### config.mk
export PLATFORM = sky130hd
export DESIGN_NAME = traffic_timer_unit
export DESIGN_NICKNAME = d
export VERILOG_FILES = /design/src/rtl/traffic_timer_unit.sv
export SDC_FILE = /design/constraint.sdc
export NUM_CORES = 1
export LEC_CHECK = 0
export CORE_MARGIN = 1.5
export CORE_UTILIZATION = 55
export CTS_CLUSTER_DIAMETER = 200
export CTS_CLUSTER_SIZE = 12
export DETAILED_ROUTE_END_ITERATION = 8
export PLACE_DENSITY = 0.74
export SYNTH_ARGS = -nofsm -noshare
export SYNTH_HDL_FRONTEND = slang
export SYNTH_SLANG_ARGS = --single-unit
### constraint.sdc
create_clock -name clk -period 3.5 [get_ports clk]
set_clock_uncertainty 0.2 [all_clocks]
set_input_delay 0.875 -clock clk [delete_from_list [all_inputs] [get_ports clk]]
set_output_delay 0.875 -clock clk [all_outputs]
set_load 0.02 [all_outputs]
### src/rtl/traffic_timer_unit.sv
// traffic_timer_unit
//   Three independent interval timers (T60, T50, T10 seconds) for the two-road
//   traffic light controller. Each timer has its own sub-second prescaler and
//   its own seconds down-counter. The done flags are high while the counter
//   reads zero, and they stay high until that timer is restarted.
//
//   Optional build macro: TLC_REMAIN_OUT_EN
//     When defined, adds remain_sec, the seconds left on the timer that was
//     restarted most recently. It drives a countdown display.
//
//   Reset is asynchronous and active high. On reset every timer loads its full
//   interval, so timer 60 starts counting immediately without a strobe.

module traffic_timer_unit #(
  parameter int TICK_DIV = 50000000,
  parameter int T60      = 60,
  parameter int T50      = 50,
  parameter int T10      = 10,
  parameter int SEC_W    = 7,
  parameter int DIV_W    = 26
) (
  input  logic             clk,
  input  logic             reset,
  input  logic             hold,
  input  logic             timer_reset_60,
  input  logic             timer_reset_50,
  input  logic             timer_reset_10,
`ifdef TLC_REMAIN_OUT_EN
  output logic [SEC_W-1:0] remain_sec,
`endif
  output logic             timer_done_60,
  output logic             timer_done_50,
  output logic             timer_done_10
);

  localparam logic [SEC_W-1:0] L_SEC_60  = SEC_W'(T60);
  localparam logic [SEC_W-1:0] L_SEC_50  = SEC_W'(T50);
  localparam logic [SEC_W-1:0] L_SEC_10  = SEC_W'(T10);
  localparam logic [DIV_W-1:0] L_SUB_TOP = DIV_W'(TICK_DIV - 1);
  localparam logic [SEC_W-1:0] L_SEC_0   = '0;
  localparam logic [DIV_W-1:0] L_SUB_0   = '0;

  logic [SEC_W-1:0] r_sec_60, r_sec_50, r_sec_10;
  logic [DIV_W-1:0] r_sub_60, r_sub_50, r_sub_10;

  // Timer 60: restart wins over hold; an expired timer idles at zero.
  always_ff @(posedge clk or posedge reset) begin
    if (reset) begin
      r_sec_60 <= L_SEC_60;
      r_sub_60 <= L_SUB_TOP;
    end else if (timer_reset_60) begin
      r_sec_60 <= L_SEC_60;
      r_sub_60 <= L_SUB_TOP;
    end else if (!hold && r_sec_60 != L_SEC_0) begin
      if (r_sub_60 == L_SUB_0) begin
        r_sub_60 <= L_SUB_TOP;
        r_sec_60 <= r_sec_60 - 1'b1;
      end else begin
        r_sub_60 <= r_sub_60 - 1'b1;
      end
    end
  end

  // Timer 50: same countdown, with its own prescaler.
  always_ff @(posedge clk or posedge reset) begin
    if (reset) begin
      r_sec_50 <= L_SEC_50;
      r_sub_50 <= L_SUB_TOP;
    end else if (timer_reset_50) begin
      r_sec_50 <= L_SEC_50;
      r_sub_50 <= L_SUB_TOP;
    end else if (!hold && r_sec_50 != L_SEC_0) begin
      if (r_sub_50 == L_SUB_0) begin
        r_sub_50 <= L_SUB_TOP;
        r_sec_50 <= r_sec_50 - 1'b1;
      end else begin
        r_sub_50 <= r_sub_50 - 1'b1;
      end
    end
  end

  // Timer 10: same countdown, with its own prescaler.
  always_ff @(posedge clk or posedge reset) begin
    if (reset) begin
      r_sec_10 <= L_SEC_10;
      r_sub_10 <= L_SUB_TOP;
    end else if (timer_reset_10) begin
      r_sec_10 <= L_SEC_10;
      r_sub_10 <= L_SUB_TOP;
    end else if (!hold && r_sec_10 != L_SEC_0) begin
      if (r_sub_10 == L_SUB_0) begin
        r_sub_10 <= L_SUB_TOP;
        r_sec_10 <= r_sec_10 - 1'b1;
      end else begin
        r_sub_10 <= r_sub_10 - 1'b1;
      end
    end
  end

  assign timer_done_60 = (r_sec_60 == L_SEC_0);
  assign timer_done_50 = (r_sec_50 == L_SEC_0);
  assign timer_done_10 = (r_sec_10 == L_SEC_0);

`ifdef TLC_REMAIN_OUT_EN
  typedef enum logic [1:0] {
    SEL_60 = 2'd0,
    SEL_50 = 2'd1,
    SEL_10 = 2'd2
  } sel_t;

  sel_t r_sel;

  // Track the most recently restarted timer; 60 > 50 > 10 when strobes coincide.
  always_ff @(posedge clk or posedge reset) begin
    if (reset) begin
      r_sel <= SEL_60;
    end else if (timer_reset_60) begin
      r_sel <= SEL_60;
    end else if (timer_reset_50) begin
      r_sel <= SEL_50;
    end else if (timer_reset_10) begin
      r_sel <= SEL_10;
    end
  end

  // Display value follows the selected counter directly.
  always_comb begin
    remain_sec = r_sec_60;
    case (r_sel)
      SEL_50:  remain_sec = r_sec_50;
      SEL_10:  remain_sec = r_sec_10;
      default: remain_sec = r_sec_60;
    endcase
  end
`endif

endmodule

# ---- After elaboration in Yosys (flattened, before gate mapping)
# Index checks and enable logic that the tools add are counted.
dict set report word_totals {
  ff_bits 99
  latchBits 0
  mem_bits_rw 0
  mem_bits_ro 0
  inputBits 6
  output_inout_bits 3
  elab_cells 52
  n_memories 0
}
dict set report op_classes {
  add_sub_neg 6
  multipliers 0
  n_div 0
  n_lt_le_gt_ge 0
  n_eq_ne 0
  shifts 0
  muxes 18
  bitwise_logic 0
  n_reduce_logical 22
}
# cell n
set ops {}
lappend ops {{2-to-1 mux 26 bit} 9}
lappend ops {{logical NOT 26 bit} 3}
lappend ops {{subtractor 26 x 1 -> 26 bit (second input constant)} 3}
lappend ops {{2-to-1 mux 7 bit} 9}
lappend ops {{logical NOT 7 bit} 3}
lappend ops {{nonzero test 7 bit} 3}
lappend ops {{subtractor 7 x 1 -> 7 bit (second input constant)} 3}
lappend ops {{nonzero test 2 bit} 6}
lappend ops {{AND reduction 2 bit} 3}
lappend ops {{logical AND 1 bit} 3}
lappend ops {{logical NOT 1 bit} 1}

# ---- Logic depth before layout (Yosys ltp)
# Gate-level depths: netlist (run 1).
dict set report logic_depth {
  ltp_word 4
  ltp_mapped 9
  depth_no_buf 7
}

# ---- Least setup slack after synthesis (run 1)
# No wires, ideal clock.
dict set report synth_path {
  path_kind {reg-to-reg}
  start {register r_sub_60[8]}
  end {register r_sec_60[6]}
  setup_time_ns 0.125
  arrival_ns 2.593
  required_time_ns 3.175
  path_slack_ns 0.582
  path_stages_with_launch 7
  path_buffers 1
  period_less_slack_ns 2.918
  cell_sequence {dfrtp_1 or4_4 or4_4 buf_6 or4_4 nor3_2 mux2_2}
}
dict set report synth_via {
  elab_chain_len 3
}
# element line
set synth_rtl {}
lappend synth_rtl {{from (decl)} 44} ;# logic [DIV_W-1:0] r_sub_60, r_sub_50, r_sub_10;
lappend synth_rtl {{from (signal assigned)} 59} ;# r_sub_60 <= r_sub_60 - 1'b1;
lappend synth_rtl {{logical NOT 26 bit} 55} ;# if (r_sub_60 == L_SUB_0) begin
lappend synth_rtl {{nonzero test 2 bit (no source line)} n/a}
lappend synth_rtl {{AND reduction 2 bit (no source line)} n/a}
lappend synth_rtl {{to (signal assigned)} 57} ;# r_sec_60 <= r_sec_60 - 1'b1;
lappend synth_rtl {{to (decl)} 43} ;# logic [SEC_W-1:0] r_sec_60, r_sec_50, r_sec_10;
# Every way passes these cells.
# A chain may end at the register's enable or synchronous reset.

# ---- Worst setup path in the final report (run 1)
dict set report layout_path {
  start {register r_sec_10[2]}
  end {output port timer_done_10}
}
dict set report layout_via {
  elab_chain_len 1
}
# element line
set layout_rtl {}
lappend layout_rtl {{from (decl)} 43}
lappend layout_rtl {{from (signal assigned)} 93} ;# r_sec_10 <= r_sec_10 - 1'b1;
lappend layout_rtl {{logical NOT 7 bit} 102} ;# assign timer_done_10 = (r_sec_10 == L_SEC_0);
lappend layout_rtl {{to (decl)} 33} ;# output logic timer_done_10
# Every way passes these cells.

==> results.txt, run 1 <==
Slew @ Worst Pin = 1.091 ns
vias in the first global route = 4172
ant diodes = 0
critical path class = reg2out
TritonCTS clock tree = done
WL met2 = 5.160 mm
chip height = 102.5 um
CP max FO = 8
Worst EP required = 2.42 ns
final instance area = 0.005932 mm^2
Initial DRC Count = 236
Final nets = 601
period utilization = 0.9404
Layout Utilization = 0.6125
Max VDD drop = 0.2984 mV
first-pass GRT wire length = 18.97 mm
Syn Inst Count = 569
pwr/cell area = 326.9 mW/mm^2
Initial Utilization = 0.5620
LEAKAGE = 2.111 nW
reg2reg start = r_sec_60[2]
R2R cell count = 5
vias = 4262
EDFF count, synth = 0
Final Hold Violating Endpoints = 0
largest net degree at the start of global routing = 80
HP Class = reg2reg
Hold-fix buffers, CTS = 0
Hold Path Sink = r_sub_60[1]
Synth Warn # = 0
DR DRC count = 0
unrepaired setup endpoints after global routing = false
IO Port Bufs = 8
Placement Setup Slack = -0.006104 ns
most frequent cells in the layout = 63 x dfstp_2, 58 x nor2_1, 50 x nand2_1
reg2reg end = r_sub_60[1]
Area growth syn-to-layout = 8.989%
f_max = 0.3038 GHz
worst-path cell chain = or4_1 > nor2_1 > clkdlybuf4s50_1
CTS Buffer Depth = 2
FF+latch count, synth = 99
min-delay src = r_sub_60[1]
initial antenna violation count = 0
routed length on met3 = 306 um
internal reg-to-reg setup slack = 0.38 ns
Setup TNS = 0 ns
Inserted Clock Buffers = 9
setup violators final = 0
FILL cells = 826
Post-CTS Setup Inserts = 0
Main synth FF type = dfstp_2
routability cong. = 0.8463
area of the die = 0.01050 mm^2
crit path capture type = output pin
Cell Rows = 36
Overflow after GRT = 0
CP max stage delay = 0.62 ns
Power Total = 1.939 mW
H-tree levels = 3
Clock transition at path regs = 0.09 ns
core area = 0.009684 mm^2
crit path launch type = flip-flop
Seq/Total Area, Yosys = 0.4697
commonest non-fill, non-tap cell in the layout = dfstp_2
top layer in use = met4
final period demand of the worst path = 3.292 ns
number of I/O pins = 9
Total GRT Usage = 0.2317
slowest CP cell = clkdlybuf4s50_1
TritonRoute pass-1 iters = 5
Syn Area/Cell = 9.565 um^2
post-CTS sizing = 0
Cell Area, Placed = 0.005759 mm^2
MaxCap Viol Count = 0
Post-DP HPWL = 7.615 mm
post-synthesis cell area = 0.005443 mm^2
critical path data arrival time = 2.22 ns
met1 wire length = 5.270 mm
count of cell types in the netlist = 56
final worst slack = 0.2084 ns
layout cells sized above 1 = 0.2166
TritonCTS Sinks = 99
Slew headroom = 0.2699
hold path depth = 2
drt wl/cell = 15.17 um
WL final = 10.98 mm
root buf cell = clkbuf_8
final max-slew violation count = 0
die width = 102.5 um
fraction of registers with async set/reset = 1.000
worst skew pair latency = 0.38 ns
Mapped Nets = 584
ANT nets after route = 0
drt via density = 5.887
status = completed
==> sequential cells by signal, summed over array words and instances, names as in the netlist <==
register / count
r_sec_60: 7
r_sec_10: 7
r_sec_50: 7
r_sub_50: 26
r_sub_60: 26
r_sub_10: 26
==> report_power, final <==
part           internal [mW]  switching, mW
clock                  0.296          0.377
combinational         0.0313         0.0709
sequential              1.16        0.00537
total                   1.49          0.453
==> logic make-up (layout without fill, tap and decap cells) <==
group                      Yosys count  in the layout  synth area share
and+or+nand+nor                    284            284            0.2908
muxes                                2              2          0.003908
AOI/OAI and AO/OA                   78             78           0.09586
DFF                                 99             99            0.4697
adders and majority gates            9              9           0.02069
buffers and inverters               43             65           0.03218
xor gates and xnor gates            54             54           0.08690
==> worst max-delay path by stage <==
| stage | startpoint | end | slack [ns] | cells after the start |
|---|---|---|---|---|
| 2_1_floorplan | r_sub_60[8] | r_sec_60[6] | 0.58 | 6 |
| 3_3_place_gp | hold | r_sub_10[1] | 0.07 | 6 |
| 3_5_place_dp | hold | r_sub_60[1] | -0.006 | 6 |
| 4_1_cts | r_sec_10[2] | timer_done_10 | 0.19 | 3 |
| 5_1_grt | r_sec_60[2] | r_sub_60[1] | 0.12 | 5 |
| 6_report | r_sec_10[2] | timer_done_10 | 0.21 | 3 |
==> area by class of cell <==
type                       instances  area (um^2)  share of cell area
sequential                        99         2556              0.4309
multi-input combinational        427         2711              0.4571
timing repair buffer              28        242.7             0.04092
inverter                          21        82.58             0.01392
tap                              133        166.4             0.02805
clock inverter                     2        10.01            0.001687
clock buffer                      14        162.7             0.02742
==> per-layer routing <==
layer / vias up / global-route usage
met5: - / 0
met4: 0 / 0.09589
met3: 19 / 0.05540
met2: 59 / 0.3658
met1: 2096 / 0.3078
li1: 2088 / -
==> cells in the mapped netlist (4+ instances only) <==
cell / count / area share
nor2b_1: 4 / 0.0046
clkbuf_1: 16 / 0.011
o41ai_1: 4 / 0.0064
o31ai_1: 12 / 0.017
dfrtp_1: 36 / 0.17
ha_1: 9 / 0.021
nor2_1: 58 / 0.040
nor4_1: 26 / 0.030
or3_1: 18 / 0.021
or4_4: 6 / 0.012
or2_2: 8 / 0.0092
nor3b_1: 4 / 0.0055
nor4b_1: 5 / 0.0080
a31oi_1: 4 / 0.0046
a31o_2: 5 / 0.0080
nand2_1: 50 / 0.034
nor3_1: 26 / 0.024
or4_1: 20 / 0.028
inv_1: 21 / 0.014
buf_2: 5 / 0.0046
xnor2_1: 37 / 0.060
o211ai_1: 9 / 0.012
o21ai_0: 20 / 0.018
nand3_1: 22 / 0.020
dfstp_2: 63 / 0.30
a21oi_1: 11 / 0.010
nand4_1: 7 / 0.0080
nand3b_1: 4 / 0.0055
xor2_1: 17 / 0.027
==> critical path: cells and delay by family, from the launching register on <==
family / cells / cell delay (ns)
DFF: 1 / 0.45
and+or+nand+nor: 2 / 0.76
buffers and inverters: 1 / 0.62
==> per-stage QoR <==
stage | hold slack [ns] | std cells
floorplan | 0.2750 | 569
global placement | 0.2820 | 708
detailed placement | 0.2913 | 708
CTS | 0.3043 | 724
global route | 0.3418 | 724
finish | 0.3051 | 724
Note: power is estimated with default switching activity, not from simulation.
==> run 2: changes to the inputs <==
- CORE_UTILIZATION: 55 -> 39
- PLACE_DENSITY: 0.74 -> unset
==> results.txt, run 2 (synthesis results as in run 1) <==
Int Pwr = 1.763 mW (+19%)
Post-CTS Setup Inserts = 0 (unchanged)
Overflow after GRT = 0 (unchanged)
vias = 4205 (-1.3%)
TritonCTS Sinks = 99 (unchanged)
period utilization = 0.9451 (+0.004649)
status = completed
Crit path buffers/inverters = 1 (unchanged)
Slew @ Worst Pin = 0.9301 ns (-0.1610 ns)
Initial DRC Count = 240 (+1.7%)
DR DRC count = 0 (unchanged)
critical path class = reg2out
largest net degree at the start of global routing = 100 (+25%)
core area = 0.01345 mm^2 (+39%)
Hold Path Sink = r_sub_60[1]
hold path depth = 2 (unchanged)
Worst EP required = 2.42 ns (about the same)
ANT nets after route = 0 (unchanged)
vias in the first global route = 4120 (-1.2%)
ant diodes = 0 (unchanged)
crit path capture type = output pin
layout cells sized above 1 = 0.2252 (+0.008628)
drt wl/cell = 14.72 um (-3.0%)
LEAKAGE = 2.185 nW (+3.5%)
Slew headroom = 0.3776 (+0.1077)
clock power share = 0.441 (+0.094)
first-pass GRT wire length = 19.57 mm (+3.2%)
drt via density = 5.454 (-7.4%)
commonest non-fill, non-tap cell in the layout = dfstp_2
top flop regs = r_sub_10 (26), r_sub_50 (26), r_sub_60 (26)
Comb pwr share = 0.046 (-0.007)
CP max stage delay = 0.64 ns (+0.02 ns)
pwr/cell area = 369.7 mW/mm^2 (+13%)
R2R cell count = 5 (unchanged)
critical path data arrival time = 2.23 ns (about the same)
Max VDD drop = 0.2536 mV (-15%)
Total GRT Usage = 0.1669 (-0.06476)
setup violators final = 0 (unchanged)
HP Class = reg2reg
Setup TNS = 0 ns (unchanged)
MaxCap Viol Count = 0 (unchanged)
Inserted Clock Buffers = 9 (unchanged)
Final nets = 605 (+0.67%)
worst-path cell chain = or4_1 > nor2_1 > clkdlybuf4s50_1
initial antenna violation count = 0 (unchanged)
CTS Buffer Depth = 2 (unchanged)
number of I/O pins = 9 (unchanged)
f_max = 0.3023 GHz (-0.49%)
CP max FO = 5 (-3)
min-delay src = r_sub_60[1]
Crit path max-delay family = simple AND/OR/NAND/NOR gates
final period demand of the worst path = 3.308 ns (+0.01627 ns)
die width = 121.1 um (+18%)
Sw Ratio = 0.2233 (-0.01021)
root buf cell = clkbuf_16
Seq pwr share = 0.513 (-0.087)
Final Hold Violating Endpoints = 0 (unchanged)
TritonRoute pass-1 iters = 4 (-1)
area of the die = 0.01467 mm^2 (+40%)
unrepaired setup endpoints after global routing = false
routability cong. = 0.7996 (-5.5%)
H-tree levels = 3 (unchanged)
Cell Rows = 42 (+17%)
Hold-fix buffers, CTS = 0 (unchanged)
Initial Utilization = 0.4046 (-0.1574)
reg2reg end = r_sub_50[24]
slowest CP cell = or4_1
Layout Utilization = 0.4563 (-0.1562)
IO Port Bufs = 8 (unchanged)
reg2reg start = r_sub_50[10]
NetSw = 506.8 uW (+12%)
Area growth syn-to-layout = 12.78%
post-CTS sizing = 0 (unchanged)
worst skew pair latency = 0.35 ns (-0.03 ns)
crit path launch type = flip-flop
final max-slew violation count = 0 (unchanged)
Post-DP HPWL = 7.629 mm (+0.19%)
internal reg-to-reg setup slack = 0.48 ns (+0.10 ns)
TritonCTS clock tree = done
Clock transition at path regs = 0.07 ns (-0.02 ns)
chip height = 121.1 um (+18%)
most frequent cells in the layout = 63 x dfstp_2, 58 x nor2_1, 50 x nand2_1
WL final = 11.35 mm (+3.3%)
run 2: cell count changes in the layout (fill, tap and decap cells not counted), sizes merged:
cell	previous run	this run
buf	20	24
clkbuf	14	11
bufinv	0	1
clkinv	2	3
clkinvlp	1	2
run 2: through the flow:
step	cell area (um^2)	hold WS, ns	setup slack, ns	power (mW)	instances
after global placement	5843	0.2809	0.1113	1.288	755
final	6138	0.2944	0.1922	2.269	771
after floorplan	5446	0.2750	0.5818	1.247	569
after detailed placement	5843	0.2932	0.08004	1.289	755
after global routing	6138	0.3120	0.1113	2.358	771
after CTS	6138	0.2972	0.1646	2.314	771
run 2: layout make-up:
class                           instances  area [um^2]
Fill cell                            1296         7315
Sequential cell                        99         2556
Multi-Input combinational cell        427         2711
Clock inverter                          5        52.55
Inverter                               21        82.58
Clock buffer                           11        242.7
Tap cell                              176        220.2
Timing Repair Buffer                   32        272.8
run 2: worst max-delay path by stage:
stage | start | endpoint | slack [ns] | cells past startpoint
after floorplan | r_sub_60[8] | r_sec_60[6] | 0.58 | 6
after global placement | hold | r_sec_10[3] | 0.11 | 6
final | r_sec_10[4] | timer_done_10 | 0.19 | 3
after CTS | r_sec_10[4] | timer_done_10 | 0.16 | 3
after global routing | r_sec_10[4] | timer_done_10 | 0.11 | 3
after detailed placement | hold | r_sec_10[3] | 0.08 | 6
run 2: tightest hold or removal path: cells and delay by family, from the launching register on:
family / cells / cell delay, ns
AOI/OAI and AO/OA: 1 / 0.07
and+or+nand+nor: 1 / 0.05
DFF: 1 / 0.37
run 2: power groups by stage:
stage	clock [mW]	sequential, mW	combinational (mW)
CTS	1.04	1.16	0.106
global route	1.07	1.17	0.117
floorplan	0	1.18	0.0650
finish	1.00	1.17	0.104
global placement	0	1.18	0.104
detailed placement	0	1.18	0.106
run 2: per-layer routing:
metal	up-vias	routed length, um	part of all wire	global-route usage
li1	2108	-	-	-
met1	2057	5612	0.49	0.2232
met2	35	5369	0.47	0.2667
met3	5	253	0.022	0.03242
met4	0	113	0.010	0.06691
met5	-	0	0	0
